$ cat src/rtl/vlsu_txn_issuer.sv
// vlsu_txn_issuer
//   Turns one nibble-addressed, page-bounded VLSU fragment into a single AXI4
//   AR (load) or AW (store) beat. It also queues a per-transaction descriptor
//   for the data-path aligners and keeps outstanding counts per direction.
//
// Ports
//   clk_i, rst_ni              clock, asynchronous active-low reset
//   frag_*                     fragment request (valid/ready handshake)
//   ar_* / aw_*                AXI4 read / write address channels
//   r_last_hs_i, b_hs_i        completion pulses (last R beat, B response)
//   info_*                     descriptor FIFO head (valid/ready handshake)
//   idle_o                     nothing in flight, nothing queued
module vlsu_txn_issuer #(
  parameter int unsigned AddrWidth      = 64,
  parameter int unsigned DataWidth      = 128,
  parameter int unsigned IdWidth        = 4,
  parameter int unsigned MaxOutstanding = 8,
  parameter int unsigned InfoDepth      = 4,
  localparam int unsigned DWB           = DataWidth / 8,
  localparam int unsigned OffW          = $clog2(DWB)
) (
  input  logic                 clk_i,
  input  logic                 rst_ni,
  input  logic                 frag_valid_i,
  output logic                 frag_ready_o,
  input  logic [AddrWidth:0]   frag_addr_i,
  input  logic [13:0]          frag_nbs_i,
  input  logic                 frag_is_load_i,
  input  logic [IdWidth-1:0]   frag_id_i,
  input  logic                 frag_last_i,
  output logic                 ar_valid_o,
  input  logic                 ar_ready_i,
  output logic [AddrWidth-1:0] ar_addr_o,
  output logic [7:0]           ar_len_o,
  output logic [2:0]           ar_size_o,
  output logic [1:0]           ar_burst_o,
  output logic [IdWidth-1:0]   ar_id_o,
  output logic                 aw_valid_o,
  input  logic                 aw_ready_i,
  output logic [AddrWidth-1:0] aw_addr_o,
  output logic [7:0]           aw_len_o,
  output logic [2:0]           aw_size_o,
  output logic [1:0]           aw_burst_o,
  output logic [IdWidth-1:0]   aw_id_o,
  input  logic                 r_last_hs_i,
  input  logic                 b_hs_i,
  output logic                 info_valid_o,
  input  logic                 info_ready_i,
  output logic [OffW-1:0]      info_off_o,
  output logic [13:0]          info_nbs_o,
  output logic                 info_nib_odd_o,
  output logic                 info_last_o,
  output logic                 info_is_load_o,
  output logic                 idle_o
);

  localparam int unsigned CntW  = $clog2(MaxOutstanding + 1);
  localparam int unsigned PtrW  = (InfoDepth > 1) ? $clog2(InfoDepth) : 1;
  localparam int unsigned FcntW = $clog2(InfoDepth + 1);

  typedef struct packed {
    logic [AddrWidth-1:0] addr;
    logic [7:0]           len;
    logic [IdWidth-1:0]   id;
  } ax_t;

  typedef struct packed {
    logic [OffW-1:0] off;
    logic [13:0]     nbs;
    logic            nib_odd;
    logic            last;
    logic            is_load;
  } info_t;

  // Saturating up/down count; a decrement at zero is dropped.
  function automatic logic [CntW-1:0] cnt_next(input logic [CntW-1:0] cnt,
                                               input logic inc, input logic dec);
    return cnt + CntW'(inc) - CntW'(dec && (cnt != '0));
  endfunction

  function automatic logic [PtrW-1:0] ptr_inc(input logic [PtrW-1:0] p);
    return (p == PtrW'(InfoDepth - 1)) ? '0 : p + PtrW'(1);
  endfunction

  // Fragment -> AXI burst arithmetic
  logic [AddrWidth-1:0] byte_addr;
  logic [14:0]          bytes;
  logic [OffW-1:0]      off;
  logic [15:0]          span;
  logic [15:0]          beats;
  logic [7:0]           axlen;

  assign byte_addr = frag_addr_i[AddrWidth:1];
  // An odd start nibble drags in one extra byte at the front.
  assign bytes     = (15'(frag_addr_i[0]) + 15'(frag_nbs_i) + 15'd1) >> 1;
  assign off       = byte_addr[OffW-1:0];
  assign span      = 16'(off) + 16'(bytes) + 16'(DWB - 1);
  assign beats     = span >> OffW;
  assign axlen     = 8'(beats - 16'd1);

  // State
  logic                  ar_valid_q, ar_valid_d, aw_valid_q, aw_valid_d;
  ax_t                   ar_q, ar_d, aw_q, aw_d, ax_new;
  logic [CntW-1:0]       rd_cnt_q, rd_cnt_d, wr_cnt_q, wr_cnt_d;
  info_t                 mem_q [InfoDepth];
  info_t                 info_new;
  logic [PtrW-1:0]       wr_ptr_q, rd_ptr_q;
  logic [FcntW-1:0]      fcnt_q, fcnt_d;

  logic ar_free, aw_free, slot_ok, cnt_ok, fifo_full;
  logic accept, acc_rd, acc_wr, pop;

  // Slot is reusable when empty or handing off its beat this cycle.
  assign ar_free   = !ar_valid_q || ar_ready_i;
  assign aw_free   = !aw_valid_q || aw_ready_i;
  assign slot_ok   = frag_is_load_i ? ar_free : aw_free;
  assign cnt_ok    = frag_is_load_i ? (rd_cnt_q < CntW'(MaxOutstanding))
                                    : (wr_cnt_q < CntW'(MaxOutstanding));
  assign fifo_full = (fcnt_q == FcntW'(InfoDepth));

  assign frag_ready_o = slot_ok && cnt_ok && !fifo_full;
  assign accept       = frag_valid_i && frag_ready_o;
  assign acc_rd       = accept && frag_is_load_i;
  assign acc_wr       = accept && !frag_is_load_i;
  assign pop          = info_valid_o && info_ready_i;

  assign ax_new   = '{addr: byte_addr, len: axlen, id: frag_id_i};
  assign info_new = '{off: off, nbs: frag_nbs_i, nib_odd: frag_addr_i[0],
                      last: frag_last_i, is_load: frag_is_load_i};

  always_comb begin
    ar_valid_d = ar_valid_q && !ar_ready_i;
    ar_d       = ar_q;
    aw_valid_d = aw_valid_q && !aw_ready_i;
    aw_d       = aw_q;
    if (acc_rd) begin
      ar_valid_d = 1'b1;
      ar_d       = ax_new;
    end
    if (acc_wr) begin
      aw_valid_d = 1'b1;
      aw_d       = ax_new;
    end
    // Counts are reserved at acceptance, released at completion.
    rd_cnt_d = cnt_next(rd_cnt_q, acc_rd, r_last_hs_i);
    wr_cnt_d = cnt_next(wr_cnt_q, acc_wr, b_hs_i);
    fcnt_d   = fcnt_q + FcntW'(accept) - FcntW'(pop);
  end

  always_ff @(posedge clk_i or negedge rst_ni) begin
    if (!rst_ni) begin
      ar_valid_q <= 1'b0;
      aw_valid_q <= 1'b0;
      ar_q       <= '0;
      aw_q       <= '0;
      rd_cnt_q   <= '0;
      wr_cnt_q   <= '0;
      wr_ptr_q   <= '0;
      rd_ptr_q   <= '0;
      fcnt_q     <= '0;
      for (int i = 0; i < int'(InfoDepth); i++) mem_q[i] <= '0;
    end else begin
      ar_valid_q <= ar_valid_d;
      aw_valid_q <= aw_valid_d;
      ar_q       <= ar_d;
      aw_q       <= aw_d;
      rd_cnt_q   <= rd_cnt_d;
      wr_cnt_q   <= wr_cnt_d;
      fcnt_q     <= fcnt_d;
      if (accept) begin
        mem_q[wr_ptr_q] <= info_new;
        wr_ptr_q        <= ptr_inc(wr_ptr_q);
      end
      if (pop) rd_ptr_q <= ptr_inc(rd_ptr_q);
    end
  end

  assign ar_valid_o = ar_valid_q;
  assign ar_addr_o  = ar_q.addr;
  assign ar_len_o   = ar_q.len;
  assign ar_id_o    = ar_q.id;
  assign ar_size_o  = ar_valid_q ? 3'(OffW) : 3'd0;
  assign ar_burst_o = ar_valid_q ? 2'b01 : 2'b00;
  assign aw_valid_o = aw_valid_q;
  assign aw_addr_o  = aw_q.addr;
  assign aw_len_o   = aw_q.len;
  assign aw_id_o    = aw_q.id;
  assign aw_size_o  = aw_valid_q ? 3'(OffW) : 3'd0;
  assign aw_burst_o = aw_valid_q ? 2'b01 : 2'b00;

  assign info_valid_o   = (fcnt_q != '0);
  assign info_off_o     = mem_q[rd_ptr_q].off;
  assign info_nbs_o     = mem_q[rd_ptr_q].nbs;
  assign info_nib_odd_o = mem_q[rd_ptr_q].nib_odd;
  assign info_last_o    = mem_q[rd_ptr_q].last;
  assign info_is_load_o = mem_q[rd_ptr_q].is_load;

  assign idle_o = (rd_cnt_q == '0) && (wr_cnt_q == '0) && !ar_valid_q &&
                  !aw_valid_q && (fcnt_q == '0);

`ifndef SYNTHESIS
  logic [13:0] page_end;
  assign page_end = {1'b0, frag_addr_i[12:0]} + frag_nbs_i - 14'd1;

  a_nbs_range: assert property (@(posedge clk_i) disable iff (!rst_ni)
    accept |-> (frag_nbs_i != 14'd0) && (frag_nbs_i <= 14'd8192));
  a_no_page_cross: assert property (@(posedge clk_i) disable iff (!rst_ni)
    accept |-> (page_end < 14'd8192));
  a_beats_range: assert property (@(posedge clk_i) disable iff (!rst_ni)
    accept |-> (beats != 16'd0) && (beats <= 16'd256));
  a_rd_underflow: assert property (@(posedge clk_i) disable iff (!rst_ni)
    r_last_hs_i |-> (rd_cnt_q != '0));
  a_wr_underflow: assert property (@(posedge clk_i) disable iff (!rst_ni)
    b_hs_i |-> (wr_cnt_q != '0));
`endif

endmodule

$ cat config.mk
export PLATFORM = sky130hd
export DESIGN_NAME = vlsu_txn_issuer
export DESIGN_NICKNAME = d
export VERILOG_FILES = /design/src/rtl/vlsu_txn_issuer.sv
export SDC_FILE = /design/constraint.sdc
export NUM_CORES = 1
export LEC_CHECK = 0
export ABC_CLOCK_PERIOD_IN_PS = 3500
export CAP_MARGIN = 10
export CORE_AREA = 3 3 171 173
export CTS_BUF_LIST = sky130_fd_sc_hd__clkbuf_4
export CTS_CLUSTER_SIZE = 12
export DETAILED_ROUTE_END_ITERATION = 8
export DIE_AREA = 0 0 174 176
export GPL_ROUTABILITY_DRIVEN = 0
export PLACE_DENSITY = 0.69
export SLEW_MARGIN = 20
export SYNTH_ARGS = -nofsm -noshare
export SYNTH_HDL_FRONTEND = slang
export SYNTH_SLANG_ARGS = --single-unit
$ cat constraint.sdc
create_clock -name clk_i -period 3.5 [get_ports clk_i]
set_clock_uncertainty 0.05 [all_clocks]
set_input_delay 1.05 -clock clk_i [delete_from_list [all_inputs] [get_ports clk_i]]
set_output_delay 1.05 -clock clk_i [all_outputs]
set_load 0.02 [all_outputs]
==> impl_metrics.json, run 1 <==
{
  "cts.sinks": 253,
  "mostFrequentLayoutCells": "dfrtp_1 (253), clkdlybuf4s50_1 (246), mux2_2 (204), clkbuf_4 (109), buf_4 (52)",
  "synthDistinctLibCells": 56,
  "cts_tree": "built",
  "p_leak_nw": 7.11,
  "num_rows": 61,
  "r2r-start": "fcnt_q[1]",
  "antenna_found_initial": 3,
  "postCtsSetupBuffers": 0,
  "power_mw": 15.2,
  "vias": 7603,
  "grtUsageMet3_pct": 9.63,
  "cts_inserted_buffers": 73,
  "synthToLayoutAreaGrowth_pct": 42.5,
  "synth_area_per_cell_um2": 14.3,
  "crit_path_end_kind": "flop",
  "initial_core_util_pct": 39.8,
  "antenna_left": 0,
  "crit_slowest_cell": "clkdlybuf4s50_1",
  "die_area_um2": 30600,
  "ys_top_cells_by_area": "dfrtp_1 (57%), mux2_2 (21%), mux4_2 (4.3%)",
  "r2r_end": "fcnt_q[2]",
  "synth_area_um2": 11100,
  "crit_required_ns": 3.94,
  "cts.path.max_buffers": 3,
  "final_common_cell": "dfrtp_1",
  "dr.first_iter.drc_count": 247,
  "chipHeight_um": 176,
  "dieWidth_um": 174,
  "ff2ff_path_depth": 10,
  "nets": 1261,
  "critPathTopFamily": "adder cells",
  "hold_ws_ns": 0.331,
  "startpoint_type": "input port",
  "worst-path-buf-inv": 3,
  "reg2reg_slack_ns": 1.07,
  "drv_slew": 0,
  "port_buffers": 274,
  "yosysSeqAreaShare_pct": 57.2,
  "fin_crit_ns": 3.39,
  "hold_viol_final": 0,
  "worstSetupPathType": "in -> reg",
  "max_stage_delay_ns": 0.55,
  "drc": 0,
  "worst_skew_pair.late_latency_ns": 0.64,
  "pre_cts_slack_ns": -0.768,
  "cp_max_fo": 5,
  "netlist.area_leader.share_pct": 57.2,
  "grt_usage_pct": 19.3,
  "status": "finished clean",
  "drt_wl_total_um": 29000,
  "htreeDepth": 3,
  "min_path_type": "in -> async",
  "relSlewSlack_pct": 59.7,
  "routed_via_density": 4.83,
  "vdd_ir_drop_max_mv": 0.580,
  "period_share_pct": 96.7,
  "setup_viol": 0,
  "synth_top_area_cell": "dfrtp_1",
  "fin_ws_ns": 0.114,
  "crit_start": "frag_nbs_i[3]",
  "drt_first_pass_iters": 4,
  "cap_violations": 0,
  "worst_pin_slew_ns": 0.605,
  "endpoint": "aw_len_o[2]",
  "grt_util_met2_pct": 31.6,
  "synthArstFlopShare_pct": 100,
  "wl_per_cell_um": 18.4,
  "io_pins": 281,
  "syn_inst": 775,
  "fmax_mhz": 295,
  "ys.flop_type": "dfrtp_1",
  "layout-drive-gt1-share_pct": 37.7,
  "met1_usage_pct": 22.0,
  "powerDensity_nw_per_um2": 963,
  "cts_root_buf": "clkbuf_4",
  "grt_max_degree": 88,
  "path_depth": 14,
  "critPathArrivalTime_ns": 3.83,
  "grt.overflow.total": 0,
  "timing.critical_path.cells": "clkdlybuf4s50_1 > nand3_2 > xor2_2 > ha_1 > inv_2 > ha_4 > nand2_2 > o31ai_4 > xnor2_2 > inv_1 > ha_4 > xnor2_2 > xnor2_1 > o21ai_1",
  "dp_hpwl_um": 20300,
  "busiest_layer": "met2",
  "grt_pass1_vias": 8619,
  "core_region_area_um2": 27800,
  "synth_seq_cells": 253,
  "clk_pin_slew_ns": 0.07,
  "yosysWarningCount": 0,
  "synth-edff-count": 0,
  "grt_pass1_wl_um": 46900
}
## metrics by stage
stage | area [um2] | setup TNS, ns | util [%] | std cells
3_3_place_gp | 14800 | -9.02 | 53.1 | 1443
5_1_grt | 15800 | -0.000625 | 56.8 | 1574
6_report | 15800 | 0 | 56.8 | 1574
4_1_cts | 15700 | 0 | 56.6 | 1572
2_1_floorplan | 11300 | -0.570 | - | 780
3_5_place_dp | 14800 | -9.45 | 53.1 | 1443
## how the worst min path moves through the flow
stage / start / end / slack, ns / cells after the start
after detailed placement: mem_q[40] / mem_q[40] / 0.42 / 2
final: rst_ni / mem_q[44] / 0.33 / 1
after global placement: mem_q[40] / mem_q[40] / 0.41 / 2
after floorplan: mem_q[39] / mem_q[39] / 0.39 / 2
after CTS: rst_ni / mem_q[24] / 0.30 / 1
after global routing: rst_ni / mem_q[67] / 0.32 / 1
## power breakdown
group | leakage, nW | internal [mW] | switching, mW
clock | 0.574 | 1.58 | 1.27
sequential | 3.05 | 4.40 | 0.789
combinational | 3.48 | 3.79 | 3.38
total | 7.11 | 9.76 | 5.43
## routing by layer
metal	share of wire [%]	vias up	routed length, um
li1	-	3481	-
met4	2.6	2	758
met2	48	274	13800
met5	0.024	-	7
met1	39	3787	11300
met3	11	59	3140
## final cells by class
| type | count | area, um2 |
|---|---|---|
| clock buffers | 109 | 818 |
| inverters | 32 | 120 |
| flip-flops and latches | 253 | 6330 |
| multi-input cells | 443 | 4510 |
| clock inverters | 20 | 145 |
| repair buffers | 337 | 3370 |
| diodes | 2 | 5.00 |
| well taps | 378 | 473 |
| fillers | 2344 | 12000 |
## registers in the layout (all words and copies together) (netlist names)
signal      count
ar_id_o         4
aw_addr_o      64
aw_valid_o      1
ar_addr_o      64
mem_q          84
rd_cnt_q        4
wr_cnt_q        4
wr_ptr_q        2
ar_valid_o      1
aw_id_o         4
ar_len_o        8
rd_ptr_q        2
aw_len_o        8
fcnt_q          3
## kinds of logic after synthesis
kind of cell / synth area share [%]
AO/OA/AOI/OAI: 3.49
AND/OR/NAND/NOR: 4.60
adder cells (fa/ha/maj): 3.37
multiplexers: 25.3
other: 0.0339
XOR/XNOR: 2.02
buffers and inverters: 3.98
flip-flops: 57.2
## repair_timing
action | CTS | global route
pin swaps | 1 | 4
hold buffers | 0 | 0
setup endpoints to repair | 24 | 20
gates resized for setup | 17 | 16
## cell usage after synthesis (all sizes together) (4+ instances only)
library cell  instances
a21o                  4
a21oi                 6
ha                   25
inv                  32
mux4                 21
buf                  41
xnor2                15
nand2                49
nand3                 6
nand4                 4
nor2                 11
or3                   5
and2                  5
xor2                  8
nor3                  5
clkbuf               11
dfrtp               253
o21ai                38
mux2                206
(Power assumes the default switching activity.)
==> run 2: changes to the inputs <==
--- a/config.mk
+++ b/config.mk
@@ -7,13 +7,15 @@
 export LEC_CHECK = 0
 export ABC_CLOCK_PERIOD_IN_PS = 3500
 export CAP_MARGIN = 10
-export CORE_AREA = 3 3 171 173
+export CELL_PAD_IN_SITES_DETAIL_PLACEMENT = 1
+export CELL_PAD_IN_SITES_GLOBAL_PLACEMENT = 2
+export CORE_AREA = 3 3 185 187
 export CTS_BUF_LIST = sky130_fd_sc_hd__clkbuf_4
 export CTS_CLUSTER_SIZE = 12
 export DETAILED_ROUTE_END_ITERATION = 8
-export DIE_AREA = 0 0 174 176
+export DIE_AREA = 0 0 188 190
 export GPL_ROUTABILITY_DRIVEN = 0
-export PLACE_DENSITY = 0.69
+export PLACE_DENSITY = 0.83
 export SLEW_MARGIN = 20
 export SYNTH_ARGS = -nofsm -noshare
 export SYNTH_HDL_FRONTEND = slang
==> run 2 against run 1 <==
  * Design area rose by 0.69%
  * Hold slack got worse by 0.016 ns
  * Non-clock buffer count rose by 6
  * Critical path type unchanged
  * Clock-buffer cell count fell by 2
  * Critical path depth rose by 3
  * Largest power group unchanged
==> impl_metrics.json, run 2 (synthesis gave the netlist of run 1 again) <==
{
  "synthToLayoutAreaGrowth_pct": 43.5,
  "clk_pin_slew_ns": 0.07,
  "reg2reg_slack_ns": 0.99,
  "cts_tree": "built",
  "chipHeight_um": 190,
  "routed_via_density": 4.67,
  "cts.sinks": 253,
  "grt_pass1_vias": 8892,
  "vdd_ir_drop_max_mv": 0.524,
  "core_region_area_um2": 32600,
  "htreeDepth": 3,
  "hold_viol_final": 0,
  "worst_skew_pair.late_latency_ns": 0.68,
  "hold_buffers": 0,
  "relSlewSlack_pct": 59.1,
  "dieWidth_um": 188,
  "cts_root_buf": "clkbuf_4",
  "fin_crit_ns": 3.36,
  "fmax_mhz": 298,
  "num_rows": 66,
  "crit_path_end_kind": "flop",
  "cap_violations": 0,
  "setup_viol": 0,
  "fin_area_um2": 15900,
  "wl_per_cell_um": 19.7,
  "drv_slew": 0,
  "mostFrequentLayoutCells": "dfrtp_1 (252), clkdlybuf4s50_1 (246), mux2_2 (204), clkbuf_4 (107), buf_4 (57)",
  "powerDensity_nw_per_um2": 969,
  "worst_pin_slew_ns": 0.613,
  "antenna_left": 0,
  "worstSetupPathType": "in -> reg",
  "cp_max_fo": 6,
  "largest_reg_flops": 84,
  "min_path_type": "in -> async",
  "dp_hpwl_um": 23200,
  "status": "finished clean",
  "rsz0062_at_grt": "no",
  "grt_usage_pct": 18.4,
  "grt_max_degree": 75,
  "initial_core_util_pct": 33.9,
  "largest-register": "mem_q",
  "antenna_found_initial": 3,
  "cts.path.max_buffers": 3,
  "grt.overflow.total": 0,
  "nets": 1266,
  "die_area_um2": 35700,
  "placed_area_um2": 14900,
  "final_common_cell": "dfrtp_1",
  "drc": 0,
  "grt_pass1_wl_um": 50700,
  "startpoint_type": "input port",
  "period_share_pct": 96.0,
  "io_pins": 281,
  "port_buffers": 274,
  "finalSetupTns_ns": 0,
  "drt_first_pass_iters": 4,
  "p_leak_nw": 7.04,
  "dr.first_iter.drc_count": 213,
  "drt_wl_total_um": 32300,
  "layout-drive-gt1-share_pct": 37.9,
  "cts_inserted_buffers": 72,
  "crit_required_ns": 4.02,
  "critPathArrivalTime_ns": 3.87,
  "vias": 7658
}
## run 2: cell count changes in the layout (fill, tap and decap cells not counted), moves of 2 or more
cell and change:
buf_4 +5, dlymetal6s2s_1 -10, dlygate4sd2_1 +9, clkinv_4 -2
clkbuf_4 -2
## run 2: worst max-delay path, stage by stage
cell           delay [ns]
dlygate4sd2_1        0.37
ha_4                 0.22
nand3_2              0.08
xor2_2               0.16
ha_1                 0.30
inv_2                0.04
ha_4                 0.28
nand2_2              0.06
o31ai_4              0.28
buf_4                0.17
xnor2_2              0.08
inv_1                0.09
ha_4                 0.19
nand4_1              0.13
o21ai_2              0.09
xor2_1               0.20
o21ai_0              0.10
## run 2: stage by stage
stage | total power, mW | utilization, % | std cells | setup WS (ns) | hold WS [ns]
after global placement | 12.5 | 45.6 | 1510 | -0.790 | 0.410
after floorplan | 9.15 | - | 780 | -0.113 | 0.395
after CTS | 15.7 | 48.7 | 1638 | 0.00702 | 0.220
after global routing | 16.4 | 48.7 | 1639 | 0.00538 | 0.258
final | 15.4 | 48.7 | 1639 | 0.140 | 0.315
after detailed placement | 12.7 | 45.6 | 1510 | -0.907 | 0.418
## run 2: timing repair
item	CTS	global route
gates resized for setup	28	4
pin swaps	6	7
gates cloned	1	0
buffers inserted	2	0
endpoints found under the setup margin	30	11
## run 2: path summary, 6_finish.rpt
check / from / end / cells past startpoint
max in group asynchronous: rst_ni / mem_q[82] / 2
max: frag_nbs_i[1] / ar_len_o[4] / 17
min in group clk_i: mem_q[83] / mem_q[83] / 2
max reg2reg: ar_valid_o / rd_cnt_q[2] / 12
min: rst_ni / rd_cnt_q[0] / 1
min reg2reg: mem_q[83] / mem_q[83] / 2
## run 2: layout make-up
| class | instances | area, um2 |
|---|---|---|
| Clock inverter | 18 | 156 |
| Sequential cell | 253 | 6330 |
| Multi-Input combinational cell | 443 | 4510 |
| Fill cell | 3369 | 16700 |
| Timing Repair Buffer | 343 | 3410 |
| Clock buffer | 107 | 803 |
| Antenna cell | 1 | 2.50 |
| Inverter | 32 | 120 |
| Tap cell | 442 | 553 |
## run 2: per-layer routing
layer	up-vias	global-route usage (%)	routed length [um]
met5	-	0	11
met4	2	5.66	630
met3	52	10.3	3740
met2	260	30.6	15400
met1	3862	20.1	12400
li1	3482	-	-
## run 2: power breakdown
group          internal [mW]  switching, mW  total (mW)
clock                   1.62           1.30        2.91
sequential              4.40          0.795        5.19
combinational           3.78           3.50        7.29
total                   9.80           5.60        15.4
